**src/rtl/uart_rx_if.sv**
```systemverilog
// Serial receive bundle: the raw line into the receiver and the decoded byte,
// strobe and status flags coming back out.
interface uart_rx_if;
    logic       rx;
    logic [7:0] rx_data;
    logic       rx_valid;
    logic       rx_busy;
    logic       parity_err;
    logic       frame_err;

    // Line driver / byte consumer side
    modport master (
        output rx,
        input  rx_data, rx_valid, rx_busy, parity_err, frame_err
    );

    // Receiver side
    modport slave (
        input  rx,
        output rx_data, rx_valid, rx_busy, parity_err, frame_err
    );
endinterface

```
**src/rtl/uart_rx.sv**
```systemverilog
// UART receiver. Oversamples the asynchronous line with clk, qualifies the
// start bit at mid-bit, shifts 8 data bits LSB first, checks optional parity
// and 1 or 2 stop bits, then presents the byte with a one-cycle strobe.
module uart_rx #(
    parameter int INPUT_CLK  = 100_000_000,
    parameter int BAUD_RATE  = 115200,
    parameter int STOP_BITS  = 1,
    parameter int PARITY_BIT = 0
) (
    input  logic      clk,
    input  logic      reset,
    uart_rx_if.slave  bus
);
    localparam int CLKS_PER_BIT = INPUT_CLK / BAUD_RATE;
    localparam int HALF_BIT     = CLKS_PER_BIT / 2;
    localparam int CNT_W        = $clog2(CLKS_PER_BIT + 1);

    localparam logic [CNT_W-1:0] BIT_END  = CNT_W'(CLKS_PER_BIT - 1);
    localparam logic [CNT_W-1:0] HALF_END = CNT_W'(HALF_BIT - 1);
    localparam logic LAST_STOP = (STOP_BITS == 2) ? 1'b1 : 1'b0;
    localparam logic HAS_PAR   = (PARITY_BIT != 0) ? 1'b1 : 1'b0;
    localparam logic ODD_PAR   = (PARITY_BIT == 2) ? 1'b1 : 1'b0;

    typedef enum logic [2:0] {
        IDLE, START, DATA, PARITY, STOP, DONE
    } state_t;

    state_t           state_reg;
    logic [2:0]       sync_reg;      // [0],[1] synchronizer, [2] edge-detect delay
    logic [CNT_W-1:0] cnt_reg;
    logic [2:0]       bit_idx_reg;
    logic             stop_idx_reg;
    logic [7:0]       shift_reg;
    logic             par_err_reg;
    logic             ferr_acc_reg;
    logic [7:0]       rx_data_reg;
    logic             rx_valid_reg;
    logic             rx_busy_reg;
    logic             parity_err_reg;
    logic             frame_err_reg;

    logic rx_s;
    logic rx_d;

    assign rx_s = sync_reg[1];
    assign rx_d = sync_reg[2];

    // Bring the asynchronous line into clk and keep one extra stage for edge detection
    always_ff @(posedge clk) begin
        if (reset) begin
            sync_reg <= 3'b111;
        end else begin
            sync_reg <= {sync_reg[1:0], bus.rx};
        end
    end

    // Frame FSM: every output is registered here so the strobe is glitch-free
    always_ff @(posedge clk) begin
        if (reset) begin
            state_reg      <= IDLE;
            cnt_reg        <= '0;
            bit_idx_reg    <= '0;
            stop_idx_reg   <= 1'b0;
            shift_reg      <= '0;
            par_err_reg    <= 1'b0;
            ferr_acc_reg   <= 1'b0;
            rx_data_reg    <= '0;
            rx_valid_reg   <= 1'b0;
            rx_busy_reg    <= 1'b0;
            parity_err_reg <= 1'b0;
            frame_err_reg  <= 1'b0;
        end else begin
            rx_valid_reg <= 1'b0;
            case (state_reg)
                IDLE: begin
                    rx_busy_reg <= 1'b0;
                    // Only a true high-to-low transition starts a frame; a stuck-low line never does
                    if (rx_d && !rx_s) begin
                        state_reg   <= START;
                        cnt_reg     <= '0;
                        rx_busy_reg <= 1'b1;
                    end
                end
                START: begin
                    if (cnt_reg == HALF_END) begin
                        cnt_reg <= '0;
                        if (rx_s) begin
                            // Line went back high by mid start bit: treat as a glitch
                            state_reg   <= IDLE;
                            rx_busy_reg <= 1'b0;
                        end else begin
                            state_reg   <= DATA;
                            bit_idx_reg <= '0;
                        end
                    end else begin
                        cnt_reg <= cnt_reg + 1'b1;
                    end
                end
                DATA: begin
                    if (cnt_reg == BIT_END) begin
                        cnt_reg     <= '0;
                        shift_reg   <= {rx_s, shift_reg[7:1]};
                        bit_idx_reg <= bit_idx_reg + 1'b1;
                        if (bit_idx_reg == 3'd7) begin
                            state_reg    <= HAS_PAR ? PARITY : STOP;
                            stop_idx_reg <= 1'b0;
                            ferr_acc_reg <= 1'b0;
                        end
                    end else begin
                        cnt_reg <= cnt_reg + 1'b1;
                    end
                end
                PARITY: begin
                    if (cnt_reg == BIT_END) begin
                        cnt_reg     <= '0;
                        // Even: data^bit must be 0; odd: must be 1
                        par_err_reg <= (^shift_reg) ^ rx_s ^ ODD_PAR;
                        state_reg   <= STOP;
                    end else begin
                        cnt_reg <= cnt_reg + 1'b1;
                    end
                end
                STOP: begin
                    if (cnt_reg == BIT_END) begin
                        cnt_reg <= '0;
                        if (!rx_s) begin
                            ferr_acc_reg <= 1'b1;
                        end
                        // Leave at mid stop bit so a back-to-back start edge is still seen
                        if (stop_idx_reg == LAST_STOP) begin
                            state_reg <= DONE;
                        end else begin
                            stop_idx_reg <= 1'b1;
                        end
                    end else begin
                        cnt_reg <= cnt_reg + 1'b1;
                    end
                end
                DONE: begin
                    rx_data_reg    <= shift_reg;
                    parity_err_reg <= HAS_PAR & par_err_reg;
                    frame_err_reg  <= ferr_acc_reg;
                    rx_valid_reg   <= 1'b1;
                    rx_busy_reg    <= 1'b0;
                    state_reg      <= IDLE;
                end
                default: begin
                    state_reg <= IDLE;
                end
            endcase
        end
    end

    assign bus.rx_data    = rx_data_reg;
    assign bus.rx_valid   = rx_valid_reg;
    assign bus.rx_busy    = rx_busy_reg;
    assign bus.parity_err = parity_err_reg;
    assign bus.frame_err  = frame_err_reg;

endmodule

```
**src/flat_wrapper.sv**
```systemverilog
// flat-port wrapper written by rule: the top's interface ports become plain ports
module uart_rx_flat 
#(
    parameter int INPUT_CLK  = 100_000_000,
    parameter int BAUD_RATE  = 115200,
    parameter int STOP_BITS  = 1,
    parameter int PARITY_BIT = 0
)
  (clk, reset, bus_rx, bus_rx_data, bus_rx_valid, bus_rx_busy, bus_parity_err, bus_frame_err);
  uart_rx_if bus_i ();
  input  logic clk;
  input  logic reset;
  input wire logic [$bits(bus_i.rx)-1:0] bus_rx;
  output wire logic [$bits(bus_i.rx_data)-1:0] bus_rx_data;
  output wire logic [$bits(bus_i.rx_valid)-1:0] bus_rx_valid;
  output wire logic [$bits(bus_i.rx_busy)-1:0] bus_rx_busy;
  output wire logic [$bits(bus_i.parity_err)-1:0] bus_parity_err;
  output wire logic [$bits(bus_i.frame_err)-1:0] bus_frame_err;
  assign bus_i.rx = bus_rx;
  assign bus_rx_data = bus_i.rx_data;
  assign bus_rx_valid = bus_i.rx_valid;
  assign bus_rx_busy = bus_i.rx_busy;
  assign bus_parity_err = bus_i.parity_err;
  assign bus_frame_err = bus_i.frame_err;
  uart_rx #(.INPUT_CLK(INPUT_CLK), .BAUD_RATE(BAUD_RATE), .STOP_BITS(STOP_BITS), .PARITY_BIT(PARITY_BIT)) u_core (.clk(clk), .reset(reset), .bus(bus_i));
endmodule
```
**config.mk**
```make
export PLATFORM = sky130hd
export DESIGN_NAME = uart_rx_flat
export DESIGN_NICKNAME = d
export VERILOG_FILES = /design/src/rtl/uart_rx_if.sv /design/src/rtl/uart_rx.sv /design/src/flat_wrapper.sv
export SDC_FILE = /design/constraint.sdc
export NUM_CORES = 1
export LEC_CHECK = 0
export BUFFER_PORTS_ARGS = -buffer_cell sky130_fd_sc_hd__clkbuf_2
export CAP_MARGIN = 5
export CORE_MARGIN = 1
export CORE_UTILIZATION = 29
export CTS_CLUSTER_SIZE = 24
export DETAILED_ROUTE_END_ITERATION = 7
export GPL_TIMING_DRIVEN = 1
export PLACE_DENSITY = 0.43
export SKIP_CTS_REPAIR_TIMING = 1
export SYNTH_ARGS = -nofsm -noshare
export SYNTH_HDL_FRONTEND = slang
export SYNTH_SLANG_ARGS = --single-unit
```
**constraint.sdc**
```tcl
create_clock -name clk -period 2.5 [get_ports clk]
set_clock_uncertainty 0.1 [all_clocks]
set_input_delay 0.125 -clock clk [delete_from_list [all_inputs] [get_ports clk]]
set_output_delay 0.125 -clock clk [all_outputs]
set_load 0.02 [all_outputs]
```
## Word level (Yosys, flattened, before mapping)

Cells that the tools add are included.

- Flip-flop bits (word level): 40
- Input port bits: 3
- Logic and storage cells: 76

- Add/sub/neg operators: 2
- Equal/unequal tests: 18
- Multiplexer cells: 30
- Reduce and logical (&&, ||, !) cells: 15

Operators with widths:

| cell | number |
|---|---|
| 10-bit 2-to-1 mux | 3 |
| 3-bit 2-to-1 mux | 10 |
| 10-bit case mux with 3 select lines | 1 |
| 3-bit case mux with 5 select lines | 1 |
| 2-bit by 1-bit inequality test with 1-bit output (second input constant) | 7 |
| 10-bit by 1-bit adder with 10-bit output (second input constant) | 1 |
| 10-bit == test (second input constant) | 1 |
| 10-bit by 9-bit == test with 1-bit output (second input constant) | 1 |
| 1-bit 2-to-1 mux | 10 |
| 3-bit == test (second input constant) | 3 |
| 4-bit AND reduction | 2 |
| 7-bit AND reduction | 1 |
| 3-bit by 2-bit == test with 1-bit output (second input constant) | 2 |
| 2-bit inequality test (second input constant) | 3 |
| 3-bit case mux with 2 select lines | 1 |
| 3-bit nonzero test | 2 |
| 5-bit AND reduction | 1 |
| 1-bit case mux with 2 select lines | 2 |
| 2-bit AND reduction | 2 |
| 2-bit nonzero test | 2 |
| 3-bit by 1-bit adder with 3-bit output (second input constant) | 1 |
| 3-bit by 1-bit == test with 1-bit output (second input constant) | 1 |
| 3-bit logical NOT | 1 |
| 1-bit case mux with 3 select lines | 1 |
| other kinds (5) | 5 |

## Logic depth before layout (Yosys ltp)

- Word-level depth: 4
- Gate-level depth with buffers: 8
- Mapped depth without buffers: 7

## Worst setup path after synthesis

OpenSTA, ideal clock, no wires.

- Path kind: register -> register
- Start point: reg u_core.cnt_reg[0]
- End point: reg u_core.cnt_reg[8]
- Library setup time: 0.134 ns
- Data arrival time: 1.553 ns
- Path slack: 0.714 ns
- Cell stages (with the launch flop): 8
- Buffers on the path: 1
- Clock period less this slack: 1.786 ns
- Path through: dfxtp_1 ha_1 nand4b_1 nor3_4 o21ai_1 buf_6 a211oi_1 nor4_1

- Cells in the longest elaborated chain, start to end: 3

Ends and longest elaborated chain:

| item | RTL line | RTL |
|---|---|---|
| start: declaration | uart_rx.sv:30 | `logic [CNT_W-1:0] cnt_reg;` |
| start signal: assignment | uart_rx.sv:96 | `cnt_reg <= cnt_reg + 1'b1;` |
| start signal: assignment | uart_rx.sv:110 | `cnt_reg <= cnt_reg + 1'b1;` |
| start signal: assignment | uart_rx.sv:120 | `cnt_reg <= cnt_reg + 1'b1;` |
| 10-bit by 1-bit adder with 10-bit output (tied with other cells) | -- |  |
| 10-bit 2-to-1 mux, on equally long branches | -- |  |
| 10-bit case mux with 3 select lines * | uart_rx.sv:74 | `case (state_reg)` |

Mark *: on every way between the ends. The rest lies on a longest branch, timed or not.
A chain may end at the register's enable or synchronous reset.

## Worst setup path after layout

- Start point: reg u_core.cnt_reg[0]
- End point: reg u_core.cnt_reg[3]

The elaborated chain is that of the path after synthesis.

==> results.txt <==
* All-Layer GR Usage: 0.1354
* Total gr overflow: 0
- Part of the power in the clock network: 0.436
* Total length of routed met2 wires: 1.672 mm
* Number of standard cells after synthesis: 207
- Total internal power: 0.9415 mW
* Total of endpoints with negative setup slack in the final report: 0
* DIE WIDTH: slightly above 80 um
* Number of flip-flops under the largest register name: 10
- The number of antenna violations at the first check in global routing came to 0.
- For this run, the leading register cell type out of synthesis is sky130_fd_sc_hd__dfxtp_1.
* Total number of yosys warnings: 0
* Path type of the worst min-delay path: flip-flop to flip-flop
- Run status: finished clean
- Routability congestion estimate: between 0.7 and 0.8
* Final Instance Count excl. Fillers: 292
- Number of flops mapped to enable cells by yosys: 0
- The total area inside the core boundary comes to between 5000 and 6000 um2.
- Entering global routing, the biggest net connects 33 pins.
- Insertion delay of the later-clocked pin in the worst-skew pair: 290 ps
- Power, Total: 1.216 mW
- The first detailed-routing pass took 4 iterations.
- Area enclosed by the die boundary: 6563 um2
* Max Used Layer: met4
* Placed instance area: 1903 um2
* Final-report hold violation count: 0
- Total wire length: around 3.9 mm
- The worst setup path is launched from a flip-flop.
- Crit. End Element: flip-flop
- Power share of the sequential group: 0.519
* Switching share of total power: 0.2260
- Headroom to the max-slew limit came out at 0.4203.
- Via count of the first global-routing pass: 1349
* Routed wirelength normalized by instance count: 13.38 um
- Cells taking the most area after synthesis: sky130_fd_sc_hd__dfxtp_1, sky130_fd_sc_hd__mux2i_1, sky130_fd_sc_hd__nand2_1
* Max FO, Critical Path: 11
- PD cells: 600.5 nW/um2
* Via count of the routed design: 1446
* Fill count: 635
- Relative to the synthesized area, the layout overhead comes to 11.89%.
* Maximum clock insertion buffer count: 2
- Of all cell types, the one taking the most synthesized area is sky130_fd_sc_hd__dfxtp_1.
* CP Data Required Time: between 2000 and 3000 ps
* Type of the worst setup path: flip-flop to flip-flop
* Count of antenna-violating nets left after detailed routing: 0
- Number of placed instances with taps included: 283
* Root Buffer: sky130_fd_sc_hd__clkbuf_8
- The wire-length estimate of the detail-placed layout is 2.568 mm.
- Crit share post-route: 0.9143
* Switching power summed over all nets: 0.2748 mW
- After detailed routing, the number of remaining DRC violations is 0.
- TritonCTS clock tree: built
- Arrival @ worst endpoint: 2370 ps
- Synthesized net count: 214
- After floorplanning, the core was divided into 28 placement rows.
- The clock tree synthesis step divided the H-tree into 2 levels.
- Share of flip-flops with an asynchronous set or reset: 0
- The net count of the finished layout is around 220.
- Slew at the pin closest to its max-slew limit: 863.8 ps
- After detailed routing, the wire length on met1 is 2.104 mm.
- Combinational Power Share: 0.045
* Cell with the most instances after synthesis: sky130_fd_sc_hd__dfxtp_1
* Clock period minus final worst setup slack: roughly 2300 ps
- Setup repair after global routing left no endpoint under its margin.
- 15 I/O pins were placed.
* Maximum ir drop on the vdd rail: 0.0002786 V
- Dividing the synthesized area by the synthesized cell count gives 8.746 um2.
* Total negative slack for setup checks: 0 ps
* CTS clk-pin slew, worst paths: 80 ps
- Initial Util: 0.3040
- The finished cells cover between 2000 and 2500 um2.
* IO Port Bufs: 13
- The number of antenna diodes in the final layout is 0.
* Area fraction of the dominant cell type after synthesis: 0.4312
* Routed wire length on met3: just under 90 um
* Global-route wire length before repair: 6.658 mm
- The detailed router finished its first iteration with 81 violations.
- CTS saw 39 sinks.
- The number of max-slew violations in the final report was 0.
- In this run, CTS created clock tree buffers numbering 5.
* Netlist area before placement: 1810 um2
* Static leakage: about 0.79 nW
- Number of violations of the max-capacitance limit: 0
* Ranking of synthesized cells by instance count: sky130_fd_sc_hd__dfxtp_1, sky130_fd_sc_hd__nand2_1, sky130_fd_sc_hd__nor2_1, sky130_fd_sc_hd__a21oi_1, sky130_fd_sc_hd__mux2i_1
- Die height: 81.02 um
* Portion of the post-synthesis area used by sequential elements: 0.4312
- Seq cells post-synth: 39
- After detailed routing, the number of vias per cell comes to between 4 and 5.
* Count of different cell masters after synthesis: between 40 and 50
- Based on the critical path, the design can be clocked at up to 0.4375 GHz.
- In the final layout, the share of cells above drive strength 1 is 0.1429.
==> power groups by stage <==
stage	Combinational [mW]	Sequential (mW)	Clock, mW
finish	0.0543	0.632	0.530
global route	0.0625	0.633	0.572
CTS	0.0542	0.632	0.549
detailed placement	0.0534	0.647	0
global placement	0.0540	0.647	0
floorplan	0.0437	0.644	0
==> worst paths after layout <==
| check | start | endpoint | slack, ps | cells after the start |
|---|---|---|---|---|
| setup / recovery | u_core.cnt_reg[0] | u_core.cnt_reg[3] | 210 | 6 |
| hold / removal | u_core.sync_reg[0] | u_core.sync_reg[1] | 310 | 1 |
| setup reg to reg | u_core.cnt_reg[0] | u_core.cnt_reg[3] | 210 | 6 |
| hold reg to reg | u_core.sync_reg[0] | u_core.sync_reg[1] | 310 | 1 |
==> routing by layer <==
metal  track usage  vias to the layer above
met3       0.03146                        2
met5             0                        -
met1        0.1884                      671
met2        0.1966                       17
met4       0.06071                        0
li1              -                      756
==> per-stage QoR <==
stage,hold slack [ps],setup WS (ps),util
6_report,311.7,214.2,0.3401
3_5_place_dp,216.3,262.8,0.3195
2_1_floorplan,128.8,713.8,-
3_3_place_gp,210.8,296.3,0.3195
4_1_cts,-91.08,224.7,0.3384
5_1_grt,330.3,45.64,0.3401
==> cell families after synthesis <==
family	count (synthesis)	share of synthesized area
simple gates	91	0.2709
compound gates	46	0.1624
flops	39	0.4312
buf+inv	15	0.04492
mux	11	0.06082
fa+ha+maj	4	0.02764
other cells	1	0.002071
==> layout make-up <==
cell class / count / area (um2) / area share
Sequential cell: 39 / 780.7 / 0.3854
Clock inverter: 3 / 43.79 / 0.02162
Multi-Input combinational cell: 153 / 948.4 / 0.4682
Inverter: 2 / 7.507 / 0.003706
Clock buffer: 5 / 68.82 / 0.03397
Timing Repair Buffer: 15 / 82.58 / 0.04077
Tap cell: 75 / 93.84 / 0.04632
==> cell usage in the layout (no fill, tap or decap), drive strengths merged, types with 3 or more instances in the layout <==
| master | instances |
|---|---|
| a211oi | 6 |
| a21oi | 14 |
| a22oi | 3 |
| a31oi | 3 |
| and3 | 6 |
| clkbuf | 18 |
| dfxtp | 39 |
| ha | 4 |
| mux2i | 11 |
| nand2 | 28 |
| nand2b | 4 |
| nand3 | 3 |
| nor2 | 26 |
| nor3 | 5 |
| nor4 | 4 |
| o21ai | 7 |
| or2 | 4 |
==> critical path, stage by stage, from the launching register on <==
cell	delay [ps]
sky130_fd_sc_hd__dfxtp_1	360
sky130_fd_sc_hd__ha_1	260
sky130_fd_sc_hd__nand4b_1	170
sky130_fd_sc_hd__nor3_4	90
sky130_fd_sc_hd__o21ai_1	710
sky130_fd_sc_hd__a211oi_1	110
sky130_fd_sc_hd__a2111oi_1	380
Note: power is estimated with default switching activity, not from simulation.
